<file path="config.mk">
export PLATFORM = sky130hd
export DESIGN_NAME = rename_map_unit
export DESIGN_NICKNAME = d
export VERILOG_FILES = /design/src/rtl/rename_map_unit.sv
export SDC_FILE = /design/constraint.sdc
export NUM_CORES = 1
export LEC_CHECK = 0
export CORE_MARGIN = 8
export CORE_UTILIZATION = 30
export CTS_CLUSTER_DIAMETER = 80
export CTS_CLUSTER_SIZE = 14
export DETAILED_ROUTE_END_ITERATION = 6
export PLACE_DENSITY = 0.48
export SLEW_MARGIN = 30
export SYNTH_ARGS = -nofsm -noshare
export SYNTH_HDL_FRONTEND = slang
export SYNTH_SLANG_ARGS = --single-unit
</file>
<file path="constraint.sdc">
create_clock -name clk_i -period 5.3 [get_ports clk_i]
set_input_delay 1.59 -clock clk_i [delete_from_list [all_inputs] [get_ports clk_i]]
set_output_delay 1.59 -clock clk_i [all_outputs]
set_load 0.05 [all_outputs]
</file>
<file path="src/rtl/rename_map_unit.sv">
// rename_map_unit: RAT lookup, circular free-list preg allocation, busy table, commit-time free.
// Outputs registered (1 cycle); inst_ready_o low while free list empty. RENAME_FLUSH_EN adds RRAT-based flush.
module rename_map_unit #(
  parameter int ARCH_REGS = 32,
  parameter int PHYS_REGS = 64,
  parameter int AREG_W    = $clog2(ARCH_REGS),
  parameter int PREG_W    = $clog2(PHYS_REGS)
) (
  input  logic              clk_i,
  input  logic              reset_i,
  input  logic              inst_valid_i,
  output logic              inst_ready_o,
  input  logic [AREG_W-1:0] rs1_addr_i,
  input  logic [AREG_W-1:0] rs2_addr_i,
  input  logic [AREG_W-1:0] rd_addr_i,
  input  logic              rd_we_i,
  output logic              out_valid_o,
  output logic [PREG_W-1:0] prs1_addr_o,
  output logic [PREG_W-1:0] prs2_addr_o,
  output logic              prs1_busy_o,
  output logic              prs2_busy_o,
  output logic [PREG_W-1:0] prd_addr_o,
  output logic [PREG_W-1:0] old_prd_addr_o,
  input  logic              cdb_en_i,
  input  logic [PREG_W-1:0] cdb_preg_addr_i,
  input  logic              commit_en_i,
  input  logic              commit_rd_we_i,
  input  logic [PREG_W-1:0] commit_old_prd_i,
`ifdef RENAME_FLUSH_EN
  input  logic              flush_i,
  input  logic [AREG_W-1:0] commit_rd_addr_i,
  input  logic [PREG_W-1:0] commit_prd_i,
`endif
  output logic [PREG_W:0]   free_count_o
);

  localparam int              FL_INIT = PHYS_REGS - ARCH_REGS;
  localparam logic [PREG_W:0] FL_MAX  = (PREG_W+1)'(FL_INIT);
  localparam logic [PREG_W:0] CNT_ONE = (PREG_W+1)'(1);
  localparam logic [PREG_W-1:0] PTR_ONE = PREG_W'(1);

  logic [PREG_W-1:0]    rat_q [ARCH_REGS];
  logic [PREG_W-1:0]    fl_q  [PHYS_REGS];
  logic [PHYS_REGS-1:0] busy_q;
  logic [PHYS_REGS-1:0] busy_nxt;
  logic [PREG_W-1:0]    head_q;
  logic [PREG_W-1:0]    tail_q;
  logic [PREG_W:0]      count_q;

  logic                 flush;
  logic                 accept;
  logic                 alloc;
  logic                 free_req;
  logic                 free_ok;
  logic [PREG_W-1:0]    alloc_preg;
  logic [PREG_W-1:0]    prs1;
  logic [PREG_W-1:0]    prs2;
  logic                 prs1_busy;
  logic                 prs2_busy;
  logic [PREG_W-1:0]    old_prd;
  logic [PREG_W-1:0]    head_nxt;
  logic [PREG_W-1:0]    tail_nxt;
  logic [PREG_W:0]      count_nxt;

  assign inst_ready_o = (count_q != '0);
  assign free_count_o = count_q;

  assign accept   = inst_valid_i & inst_ready_o & ~flush;
  assign alloc    = accept & rd_we_i & (rd_addr_i != '0);
  assign free_req = commit_en_i & commit_rd_we_i & (commit_old_prd_i != '0);
  // A free into a full list is a protocol error; the entry is dropped.
  assign free_ok  = free_req & (count_q != FL_MAX);

  assign alloc_preg = fl_q[head_q];
  assign old_prd    = rat_q[rd_addr_i];

  // Sources read the RAT as it stood before this instruction's rd update.
  assign prs1      = (rs1_addr_i == '0) ? '0 : rat_q[rs1_addr_i];
  assign prs2      = (rs2_addr_i == '0) ? '0 : rat_q[rs2_addr_i];
  assign prs1_busy = busy_q[prs1] & ~(cdb_en_i & (cdb_preg_addr_i == prs1));
  assign prs2_busy = busy_q[prs2] & ~(cdb_en_i & (cdb_preg_addr_i == prs2));

  assign head_nxt = alloc   ? head_q + PTR_ONE : head_q;
  assign tail_nxt = free_ok ? tail_q + PTR_ONE : tail_q;

  always_comb begin
    count_nxt = count_q;
    if (free_ok && !alloc) begin
      count_nxt = count_q + CNT_ONE;
    end else if (alloc && !free_ok) begin
      count_nxt = count_q - CNT_ONE;
    end
  end

  always_comb begin
    busy_nxt = busy_q;
    if (cdb_en_i) begin
      busy_nxt[cdb_preg_addr_i] = 1'b0;
    end
    if (alloc) begin
      busy_nxt[alloc_preg] = 1'b1;
    end
    busy_nxt[0] = 1'b0;
  end

`ifdef RENAME_FLUSH_EN
  logic [PREG_W-1:0] rrat_q   [ARCH_REGS];
  logic [PREG_W-1:0] rrat_nxt [ARCH_REGS];
  logic [PREG_W-1:0] chead_q;
  logic [PREG_W-1:0] chead_nxt;
  logic              commit_adv;

  assign flush      = flush_i;
  assign commit_adv = commit_en_i & commit_rd_we_i;
  assign chead_nxt  = commit_adv ? chead_q + PTR_ONE : chead_q;

  always_comb begin
    rrat_nxt = rrat_q;
    if (commit_adv && (commit_rd_addr_i != '0)) begin
      rrat_nxt[commit_rd_addr_i] = commit_prd_i;
    end
  end

  always_ff @(posedge clk_i) begin
    if (reset_i) begin
      for (int i = 0; i < ARCH_REGS; i++) begin
        rrat_q[i] <= PREG_W'(i);
      end
      chead_q <= '0;
    end else begin
      rrat_q  <= rrat_nxt;
      chead_q <= chead_nxt;
    end
  end
`else
  assign flush = 1'b0;
`endif

  always_ff @(posedge clk_i) begin
    if (reset_i) begin
      for (int i = 0; i < ARCH_REGS; i++) begin
        rat_q[i] <= PREG_W'(i);
      end
      for (int i = 0; i < PHYS_REGS; i++) begin
        fl_q[i] <= (i < FL_INIT) ? PREG_W'(i + ARCH_REGS) : '0;
      end
      busy_q         <= '0;
      head_q         <= '0;
      tail_q         <= PREG_W'(FL_INIT);
      count_q        <= FL_MAX;
      out_valid_o    <= 1'b0;
      prs1_addr_o    <= '0;
      prs2_addr_o    <= '0;
      prs1_busy_o    <= 1'b0;
      prs2_busy_o    <= 1'b0;
      prd_addr_o     <= '0;
      old_prd_addr_o <= '0;
    end else begin
      if (free_ok) begin
        fl_q[tail_q] <= commit_old_prd_i;
      end
      if (alloc) begin
        rat_q[rd_addr_i] <= alloc_preg;
      end
      busy_q  <= busy_nxt;
      head_q  <= head_nxt;
      tail_q  <= tail_nxt;
      count_q <= count_nxt;

      out_valid_o    <= accept;
      prs1_addr_o    <= accept ? prs1 : '0;
      prs2_addr_o    <= accept ? prs2 : '0;
      prs1_busy_o    <= accept & prs1_busy;
      prs2_busy_o    <= accept & prs2_busy;
      prd_addr_o     <= alloc ? alloc_preg : '0;
      old_prd_addr_o <= alloc ? old_prd : '0;
`ifdef RENAME_FLUSH_EN
      // Rewind to the committed state; uncommitted pregs rejoin the free list.
      if (flush) begin
        rat_q   <= rrat_nxt;
        busy_q  <= '0;
        head_q  <= chead_nxt;
        count_q <= {1'b0, tail_nxt - chead_nxt};
      end
`endif
    end
  end

  free_overflow_a: assert property (@(posedge clk_i) disable iff (reset_i)
    !(free_req && (count_q == FL_MAX)));

endmodule

</file>
Word-level counts from Yosys, hierarchy flattened
Memories as Yosys holds them, arrays and structs flattened. A register that Yosys moved wholly into a read port is not among the register bits.
Index checks and enable logic that the tools add are counted.

operators by class
  add/subtract/negate cells = 4
  magnitude comparators = 6
  eq/ne operators = 3
  multiplexer cells = 30
  bitwise operators = 19
  reduce and logical (&&, ||, !) cells = 16

operator list
  operator               count
  $mux W64               2
  $and A64 B64 Y64       1
  $not A64 Y64           1
  $or A64 B64 Y64        1
  $mux W6                7
  $lt A6 B7 Y1 const B   4
  $mux W1                14
  $mux W7                2
  $add A6 B1 Y6 const B  2
  $and A1 B1 Y1          12
  $bmux W1 S6            2
  $demux W1 S6           2
  $eq A6 B6 Y1           2
  $ge A6 B1 Y1 const B   2
  $reduce_or A6 Y1       2
  $logic_not A5 Y1       2
  $add A7 B1 Y7 const B  1
  $ne A7 B6 Y1 const B   1
  $reduce_bool A7 Y1     1
  $sub A7 B1 Y7 const B  1
  $reduce_bool A6 Y1     1
  $mux W5                1
  $reduce_bool A5 Y1     1
  $logic_and A1 B1 Y1    4
  other kinds (4)        9

storage, ports and cells
  bits in registers = 104
  bits in writable memories = 576
  input port bits = 34
  output and inout bits = 35
  memories kept = 2

memories
  memory  words  bits a word  rd ports  clocked after memory_dff  write ports  line  text
  fl_q    64     6            1         1                         64           43    logic [PREG_W-1:0] fl_q [PHYS_REGS];
  rat_q   32     6            3         1                         32           42    logic [PREG_W-1:0] rat_q [ARCH_REGS];

Logic depth before layout (Yosys ltp)
Gate-level depths: netlist of run 1.

  depth in word-level cells = 9
  gate-level depth with buffers = 16
  depth with buffers taken out = 16

Worst setup path before layout of run 1
OpenSTA, ideal clock, no wires.

  path type = in2reg
  start point = input rs1_addr_i[1]
  end point = register prs1_busy_o
  library setup time = 0.133 ns
  arrival time = 4.404 ns
  required time = 5.167 ns
  path slack = 0.763 ns
  cell stages on the path = 12
  cell sequence = buf_2 buf_2 buf_2 mux4_2 mux4_2 a2bb2oi_2 buf_4 nor2_1 nor3_1 a21oi_1 a2111oi_0 nor4_1

on the way
  word-level cells in the longest chain between the ends = 7
  elaborated cells on any way between the ends = 10
  those cells by class = 1 x eq/ne; 3 x mux; 4 x bitwise; 1 x reduce/logical; 1 x memory

ends and longest elaborated chain
  what                                                                 line  text
  start, declared                                                      13    input logic [AREG_W-1:0] rs1_addr_i,
  $mem_v2 Z32 W6 / $logic_not A5 Y1 (equally long branches)            -
  $mux W6 (*)                                                          78    assign prs1 = (rs1_addr_i == '0) ? '0 : rat_q[rs1_addr_i];
  parallel branches: the longest is 3 deep, another holds $bmux W1 S6  -
  $and A1 B1 Y1 (*)                                                    80    assign prs1_busy = busy_q[prs1] & ~(cdb_en_i & (cdb_preg_addr_i == prs1));
  $and A1 B1 Y1 (*)                                                    173   prs1_busy_o <= accept & prs1_busy;
  end signal, assigned                                                 173
  end, declared                                                        20    output logic prs1_busy_o,

Every way passes the cells marked *. The select of a mux whose other input is x is not followed.
A chain may end at the register's enable or synchronous reset.

Worst setup path after layout of run 1
Ends and elaborated chain as after synthesis.

==> impl_summary.txt, run 1 <==
----------------------------------------------------
[Power]
  Power per cell area ... around 310 nW/um2
  Total leakage power ... approximately 13 nW
  Post-layout power ... between 10 and 15 mW
  Total net switching power ... between 3 and 4 mW
  Sequential cell fraction of total power ... between 40% and 50%
  Combinational group share of total power ... around 18%
  Clock power share ... between 30% and 40%
  Net switching share of the total power ... about 28%
  Cell-internal power ... 9.11 mW
  Max IR drop VDD ... approximately 0.24 mV

[Floorplan]
  Std cell rows ... 126
  Die span in y ... 360 um
  Die X ... between 300 and 400 um
  Area enclosed by the die boundary ... between 100000 and 150000 um2
  Starting utilization of the core area ... between 30 and 40%
  IO Pins ... approximately 70
  Core Area ... approximately 120000 um2

[Clock tree]
  Clock buffer depth ... 3
  Setup repair bufs after CTS ... 0
  TritonCTS clock tree ... built
  Maximum level of the CTS H-tree ... 2
  Number of gates resized after CTS ... 0
  Clock tree root buffer cell ... sky130_fd_sc_hd__clkbuf_16
  Clock latency of the later-clocked register in the worst-skew pair ... approximately 0.66 ns
  CTS clk-pin slew, worst paths ... roughly 0.060 ns
  Hold-fix buffer count after cts ... 0
  Sink count of the clock tree ... 691
  Number of buffers added by the clock tree synthesis step ... 58

[Global route]
  Via count of the first global-routing pass ... around 24000
  Initial antenna violation count ... 2
  Remaining Overflow, GRT ... 0
  Global-route wire length before repair ... 165000 um
  Overall fraction of global-route tracks in use ... 16.7%
  Largest net degree at the start of global routing ... 65

[STA]
  Clock Skews ... 0.0243 ns
  Post-route worst hold slack ... slightly below 0.5 ns
  Max Transition Viols Final ... 0
  Post-route clock period utilization ... between 80% and 90%
  RSZ-0062 raised after global routing ... no
  PnR worst setup slack ... between 0.7 and 0.8 ns
  Max_slew headroom ... 37.7%
  Number of failing setup endpoints in the final timing report ... 0
  Transition at the pin with the smallest max-transition slack ... slightly above 0.9 ns
  Final worst path period need ... around 4.5 ns
  Final hold vios ... 0
  Max Fclk ... between 200 and 250 MHz
  Final-layout setup total negative slack ... 0 ns

[Cells and area]
  Fraction of final layout cells with drive strength greater than 1 ... between 20% and 30%
  Layout overhead on the synthesized area ... 13.5%
  Antenna diodes ... 0
  Total Nets Final ... roughly 2900

[Job]
  Total of max-cap violations ... 0

[Logic synthesis]
  Prevailing post-synth register cell ... sky130_fd_sc_hd__edfxtp_1
  Largest area contributor in the netlist ... sky130_fd_sc_hd__edfxtp_1
  Post-synthesis cell type count ... a little over 60
  Post-synthesis average cell area ... 12.9 um2
  Post-synthesis instance total ... between 2000 and 3000
  Post-synthesis instance area ... 35600 um2
  Sequential-to-total area share from yosys stat ... about 55%
  Area share of the leading cell type in the synthesized netlist ... between 40% and 50%
  Share of flip-flops with an asynchronous set or reset after synthesis ... 0%
  Number of storage elements in the synthesis netlist ... around 690
  Number of synthesis warnings ... 0
  Number of synthesized flops with an enable pin ... 576
  Cell types occupying the most area after synthesis ... sky130_fd_sc_hd__edfxtp_1 (49%), sky130_fd_sc_hd__mux4_2 (18%), sky130_fd_sc_hd__dfxtp_1 (6.5%)

[Placement]
  Post-Place Setup Slack ... around 0.19 ns
  Final weighted congestion of routability-driven global placement ... between 0.8 and 0.9
  Buffers added on ports ... 68
  Final HPWL DP ... 79000 um

[Outcome]
  Status ... finished clean

[Worst setup path]
  Critical path launch point type ... input pin
  Data arrival at the endpoint of the critical path ... between 5 and 6 ns
  Critical path class ... in2reg
  Crit path required time ... just under 6 ns
  Peak fanout along the critical path ... 25
  Critical Path End Type ... flop

[Drt]
  Routed Wire Length ... about 110000 um
  Remaining antenna violation count after routing ... 0
  Initial drt markers ... 2352
  Number of DRC violations after detailed routing ... 0
  Initial DRT Pass Iterations ... 6
  Wire length per cell after detailed routing ... approximately 25 um
  Via count of the routed design ... between 20000 and 25000
  Via/cell ratio ... ~5.4

[Hold path]
  Worst min-delay path class ... reg2reg

----------------------------------------------------
==> synthesized netlist by cell type, types with 3 or more instances <==
master	count
sky130_fd_sc_hd__a211oi_1	5
sky130_fd_sc_hd__a21o_1	3
sky130_fd_sc_hd__a21oi_1	92
sky130_fd_sc_hd__a22o_1	4
sky130_fd_sc_hd__a22oi_1	5
sky130_fd_sc_hd__a31oi_1	4
sky130_fd_sc_hd__and2_1	232
sky130_fd_sc_hd__and2b_1	3
sky130_fd_sc_hd__and3_1	20
sky130_fd_sc_hd__buf_1	23
sky130_fd_sc_hd__buf_2	46
sky130_fd_sc_hd__buf_4	11
sky130_fd_sc_hd__buf_6	3
sky130_fd_sc_hd__clkbuf_1	160
sky130_fd_sc_hd__dfxtp_1	115
sky130_fd_sc_hd__edfxtp_1	576
sky130_fd_sc_hd__ha_1	9
sky130_fd_sc_hd__inv_1	21
sky130_fd_sc_hd__mux2_2	22
sky130_fd_sc_hd__mux2i_1	110
sky130_fd_sc_hd__mux4_2	279
sky130_fd_sc_hd__nand2_1	297
sky130_fd_sc_hd__nand2b_1	18
sky130_fd_sc_hd__nand3_1	41
sky130_fd_sc_hd__nand3b_1	19
sky130_fd_sc_hd__nand4_1	10
sky130_fd_sc_hd__nor2_1	255
sky130_fd_sc_hd__nor2b_1	12
sky130_fd_sc_hd__nor3_1	62
sky130_fd_sc_hd__nor3b_1	6
sky130_fd_sc_hd__nor4_1	6
sky130_fd_sc_hd__o211ai_1	9
sky130_fd_sc_hd__o21ai_0	138
sky130_fd_sc_hd__o31ai_1	3
sky130_fd_sc_hd__or2_2	7
sky130_fd_sc_hd__or3_1	65
sky130_fd_sc_hd__or3b_2	8
sky130_fd_sc_hd__xnor2_1	12
sky130_fd_sc_hd__xor2_1	14
==> power groups by stage <==
stage | Clock (mW) | Combinational (mW) | Sequential, mW
after floorplan | 0 | 1.32 | 6.38
after global placement | 0 | 2.23 | 6.35
after detailed placement | 0 | 2.24 | 6.35
after CTS | 4.32 | 2.24 | 6.23
after global routing | 4.50 | 2.35 | 6.25
final | 4.21 | 2.21 | 6.23
==> flip-flops by register name (all words and copies together) (netlist names), named ones only <==
register and cells:
head_q 6, busy_q 63, prd_addr_o 6, fl_q 384
rat_q 192, prs1_addr_o 6, old_prd_addr_o 6, out_valid_o 1
prs1_busy_o 1, prs2_addr_o 6, tail_q 6, prs2_busy_o 1
free_count_o 7
==> area by class of cell <==
class,instances,area (um2)
Multi-Input combinational cell,1806,15000
Clock buffer,100,1640
Timing Repair Buffer,238,2060
Fill cell,11400,77400
Inverter,22,83.8
Tap cell,1536,1920
Clock inverter,7,97.6
Sequential cell,691,19600
==> worst max-delay path: stages <==
cell                        delay, ns
sky130_fd_sc_hd__buf_2           0.39
sky130_fd_sc_hd__buf_4           0.38
sky130_fd_sc_hd__mux4_2          0.54
sky130_fd_sc_hd__o221ai_1        0.35
sky130_fd_sc_hd__a2bb2oi_4       0.19
sky130_fd_sc_hd__buf_12          0.22
sky130_fd_sc_hd__buf_4           0.29
sky130_fd_sc_hd__mux2i_1         0.24
sky130_fd_sc_hd__mux2i_1         0.10
sky130_fd_sc_hd__mux2i_1         0.15
sky130_fd_sc_hd__mux2i_1         0.09
sky130_fd_sc_hd__nor4_1          0.32
sky130_fd_sc_hd__nor4_1          0.12
==> routing by layer <==
layer,vias up,GRT usage [%],wire (um)
met5,-,0,0
met3,173,2.82,7590
met4,0,4.80,3130
met2,933,27.7,53300
met1,12200,22.5,47700
li1,10400,-,-
==> logic make-up after synthesis <==
| family | after synthesis | synth area share, % |
|---|---|---|
| AO/OA/AOI/OAI | 286 | 4.56 |
| XOR/XNOR | 26 | 0.640 |
| adder cells (fa/ha/maj) | 10 | 0.373 |
| buffers and inverters | 265 | 3.14 |
| flip-flops | 691 | 55.1 |
| multiplexers | 411 | 21.5 |
| other | 1 | 0.0105 |
| AND/OR/NAND/NOR | 1067 | 14.7 |
==> final timing paths <==
kind	end	start	slack, ns	cells past startpoint
worst max-delay path	prs1_busy_o	rs1_addr_i[1]	0.79	13
worst min-delay path	busy_q[30]	busy_q[30]	0.50	2
worst max register to register	busy_q[56]	flop	1.25	10
worst min register to register	busy_q[30]	busy_q[30]	0.50	2
==> per-stage QoR <==
| step | util, % | instance area (um2) | cells |
|---|---|---|---|
| 2_1_floorplan | - | 35600 | 2762 |
| 4_1_cts | 34.3 | 40400 | 4400 |
| 3_3_place_gp | 32.8 | 38600 | 4293 |
| 3_5_place_dp | 32.8 | 38600 | 4293 |
| 5_1_grt | 34.3 | 40400 | 4400 |
| 6_report | 34.3 | 40400 | 4400 |
==> cell usage in the layout (no fill, tap or decap), drive strengths merged, types with 14 or more instances in the layout <==
master         count
edfxtp           576
nand2            297
mux4             279
nor2             255
and2             232
buf              181
o21ai            141
dfxtp            115
mux2i            110
clkbuf           100
a21oi             92
or3               65
nor3              62
clkdlybuf4s50     57
nand3             41
inv               25
mux2              22
and3              20
nand3b            19
nand2b            18
xor2              14
Note: power is estimated with default switching activity, not from simulation.
==> run 2, diff against run 1 <==
- GPL_ROUTABILITY_DRIVEN: default -> 0
- PLACE_DENSITY: 0.48 -> 0.55
==> run 2 against run 1 <==
Net effect:
- maximum frequency increased by 0.54%
- global-route usage decreased by 0.89 points
- register-to-register slack worse by 0.14 ns
- critical path depth grew 3
- hold slack about the same
- critical path type unchanged
- critical endpoint is now free_count_o[6]
- largest power group unchanged
- highest routed layer is now met5
==> impl_summary.txt, run 2 (same netlist as run 1, synthesis figures left out) <==
----------------------------------------------------
[Clock tree]
  Setup repair bufs after CTS ... 0 (unchanged)
  Clock tree root buffer cell ... sky130_fd_sc_hd__clkbuf_16
  Clock latency of the later-clocked register in the worst-skew pair ... 0.67 ns (about the same)
  TritonCTS clock tree ... built
  Hold-fix buffer count after cts ... 0 (unchanged)
  Maximum level of the CTS H-tree ... 2 (unchanged)
  CTS clk-pin slew, worst paths ... 0.07 ns (about the same)
  Number of gates resized after CTS ... 0 (unchanged)
  Number of buffers added by the clock tree synthesis step ... 58 (unchanged)
  Clock buffer depth ... 3 (unchanged)
  Sink count of the clock tree ... 691 (unchanged)

[Worst setup path]
  Critical path class ... in2reg
  Family with the most delay on the worst path ... compound AO/OA/AOI/OAI gates
  Critical-path cell list ... clkdlybuf4s50_1, or3_1, o31ai_1, nor2_1, inv_1, ha_1, inv_1, ha_1, nor2b_1, o21ai_0, nand2b_1, a21o_1, a21oi_1, xnor2_1, or3_1, a21oi_1
  Data arrival at the endpoint of the critical path ... 5.07 ns (+0.06 ns)
  Crit path required time ... 5.89 ns (+0.09 ns)
  Critical path launch point type ... input pin
  Bufs and invs on worst path ... 3 (-1)
  Largest stage delay, worst path ... 0.51 ns (-0.03 ns)
  Critical Path End Type ... flop
  Max stage delay cell, worst path ... sky130_fd_sc_hd__clkdlybuf4s50_1
  Startpoint of the worst setup timing path ... rd_addr_i[2]
  Peak fanout along the critical path ... 2 (-92%)

[Floorplan]
  Area enclosed by the die boundary ... 130000 um2 (unchanged)
  Die X ... 360 um (unchanged)
  Core Area ... 118000 um2 (unchanged)
  Die span in y ... 360 um (unchanged)
  IO Pins ... 69 (unchanged)
  Std cell rows ... 126 (unchanged)
  Starting utilization of the core area ... 30.2% (unchanged)

[Placement]
  Number of cells in the design after placement ... 4299 (+0.14%)
  Final HPWL DP ... 73900 um (-6.4%)
  Standard cell area after detailed placement ... 38700 um2 (+0.23%)
  Buffers added on ports ... 68 (unchanged)

[Cells and area]
  Fraction of final layout cells with drive strength greater than 1 ... 20.7% (+0.40 points)
  Post-route cell area ... 40500 um2 (+0.35%)
  Top library cells by usage in the layout, fill and taps aside ... sky130_fd_sc_hd__edfxtp_1 (576), sky130_fd_sc_hd__nand2_1 (297), sky130_fd_sc_hd__mux4_2 (279)
  Biggest regs ... fl_q x384, rat_q x192, busy_q x63
  Largest register by flop count ... fl_q
  Antenna diodes ... 0 (unchanged)
  Layout overhead on the synthesized area ... 13.9%
  Non-filler cells in the finished layout ... 4408 (+0.18%)
  Total Nets Final ... 2867 (+0.21%)
  Most common cell after layout, fill and taps aside ... sky130_fd_sc_hd__edfxtp_1
  Flip-flop count of the largest register, all copies and words added ... 384 (unchanged)

[Global route]
  Initial antenna violation count ... 3 (+1)
  Largest net degree at the start of global routing ... 84 (+29%)
  Global-route wire length before repair ... 157000 um (-5.1%)
  Overall fraction of global-route tracks in use ... 15.8% (-0.89 points)
  Remaining Overflow, GRT ... 0 (unchanged)
  Via count of the first global-routing pass ... 23200 (-3.5%)

[Drt]
  Number of DRC violations after detailed routing ... 0 (unchanged)
  Remaining antenna violation count after routing ... 0 (unchanged)
  Via/cell ratio ... 5.28 (-2.2%)
  Routed Wire Length ... 106000 um (-5.3%)
  Via count of the routed design ... 23300 (-2.1%)
  Wire length per cell after detailed routing ... 24.0 um (-5.5%)
  Initial drt markers ... 2182 (-7.2%)
  Initial DRT Pass Iterations ... 6 (unchanged)

[STA]
  Post-route clock period utilization ... 84.6% (-0.46 points)
  Max Fclk ... 223 MHz (+0.54%)
  Final worst path period need ... 4.49 ns (-0.0242 ns)
  RSZ-0062 raised after global routing ... no
  Max_slew headroom ... 33.1% (-4.6 points)
  Final hold vios ... 0 (unchanged)
  Number of failing setup endpoints in the final timing report ... 0 (unchanged)
  Max Transition Viols Final ... 0 (unchanged)
  Transition at the pin with the smallest max-transition slack ... 0.999 ns (+0.0745 ns)
  Final-layout setup total negative slack ... 0 ns (unchanged)
  Clock Skews ... 0.0250 ns (+0.000677 ns)

[Power]
  Combinational group share of total power ... 17.4% (about the same)
  Cell-internal power ... 9.15 mW (+0.51%)
  Max IR drop VDD ... 0.234 mV (-1.4%)
  Sequential cell fraction of total power ... 49.0% (-0.2 points)
  Net switching share of the total power ... 27.8% (-0.19 points)
  Total leakage power ... 12.9 nW (+0.52%)
  Total net switching power ... 3.52 mW (-0.44%)
  Clock power share ... 33.5% (+0.2 points)
  Post-layout power ... 12.7 mW (+0.24%)
  Power per cell area ... 313 nW/um2 (-0.11%)

[Job]
  Total of max-cap violations ... 0 (unchanged)

[Hold path]
  Worst min-delay path class ... reg2reg
  Origin of the worst min-delay path ... busy_q[35]

[Outcome]
  Status ... finished clean

----------------------------------------------------
-- run 2: changes by cell type in the layout (fill, tap and decap cells not counted), moves of 2 or more --
cell                        change
sky130_fd_sc_hd__o21ai_0        +7
sky130_fd_sc_hd__o21ai_1        -7
sky130_fd_sc_hd__buf_12         +3
sky130_fd_sc_hd__buf_4          +3
sky130_fd_sc_hd__clkbuf_1       -3
sky130_fd_sc_hd__clkbuf_16      +2
sky130_fd_sc_hd__clkbuf_8       +2
-- run 2: layout make-up --
class	count	area (um2)
fill	11400	77300
sequential	691	19600
multi-input combinational	1806	15000
timing repair buffer	244	2130
tap	1536	1920
clock buffer	101	1710
inverter	22	83.8
clock inverter	8	81.3
-- run 2: path summary, 6_finish.rpt --
check	end	slack [ns]	depth (start not counted)
setup / recovery	free_count_o[6]	0.81	16
hold / removal	busy_q[35]	0.50	2
setup reg to reg	busy_q[24]	1.11	9
hold reg to reg	busy_q[35]	0.50	2
-- run 2: power groups by stage --
stage | Combinational (mW) | Clock [mW] | Sequential [mW]
2_1_floorplan | 1.32 | 0 | 6.38
3_3_place_gp | 2.23 | 0 | 6.33
3_5_place_dp | 2.23 | 0 | 6.34
4_1_cts | 2.24 | 4.36 | 6.22
5_1_grt | 2.36 | 4.53 | 6.24
6_report | 2.21 | 4.25 | 6.21
-- run 2: tightest hold or removal path, delay by kind of cell, from the launching register on --
| kind | cells | cell delay, ns |
|---|---|---|
| AO/OA/AOI/OAI | 2 | 0.13 |
| flip-flops | 1 | 0.32 |
-- run 2: per-layer routing --
| metal | vias to the layer above | routed length [um] | track usage, % |
|---|---|---|---|
| met1 | 11800 | 44700 | 21.0 |
| met5 | - | 7 | 0 |
| met2 | 823 | 51000 | 26.3 |
| li1 | 10500 | - | - |
| met4 | 2 | 3860 | 5.55 |
| met3 | 183 | 6300 | 2.29 |
-- run 2: per-stage QoR --
| stage | hold WS [ns] | util (%) | worst slack (ns) |
|---|---|---|---|
| finish | 0.496 | 34.4 | 0.815 |
| global route | 0.520 | 34.4 | 0.548 |
| CTS | 0.495 | 34.4 | 0.794 |
| detailed placement | 0.484 | 32.9 | 0.100 |
| global placement | 0.474 | 32.9 | 0.0733 |
| floorplan | 0.459 | - | 0.763 |
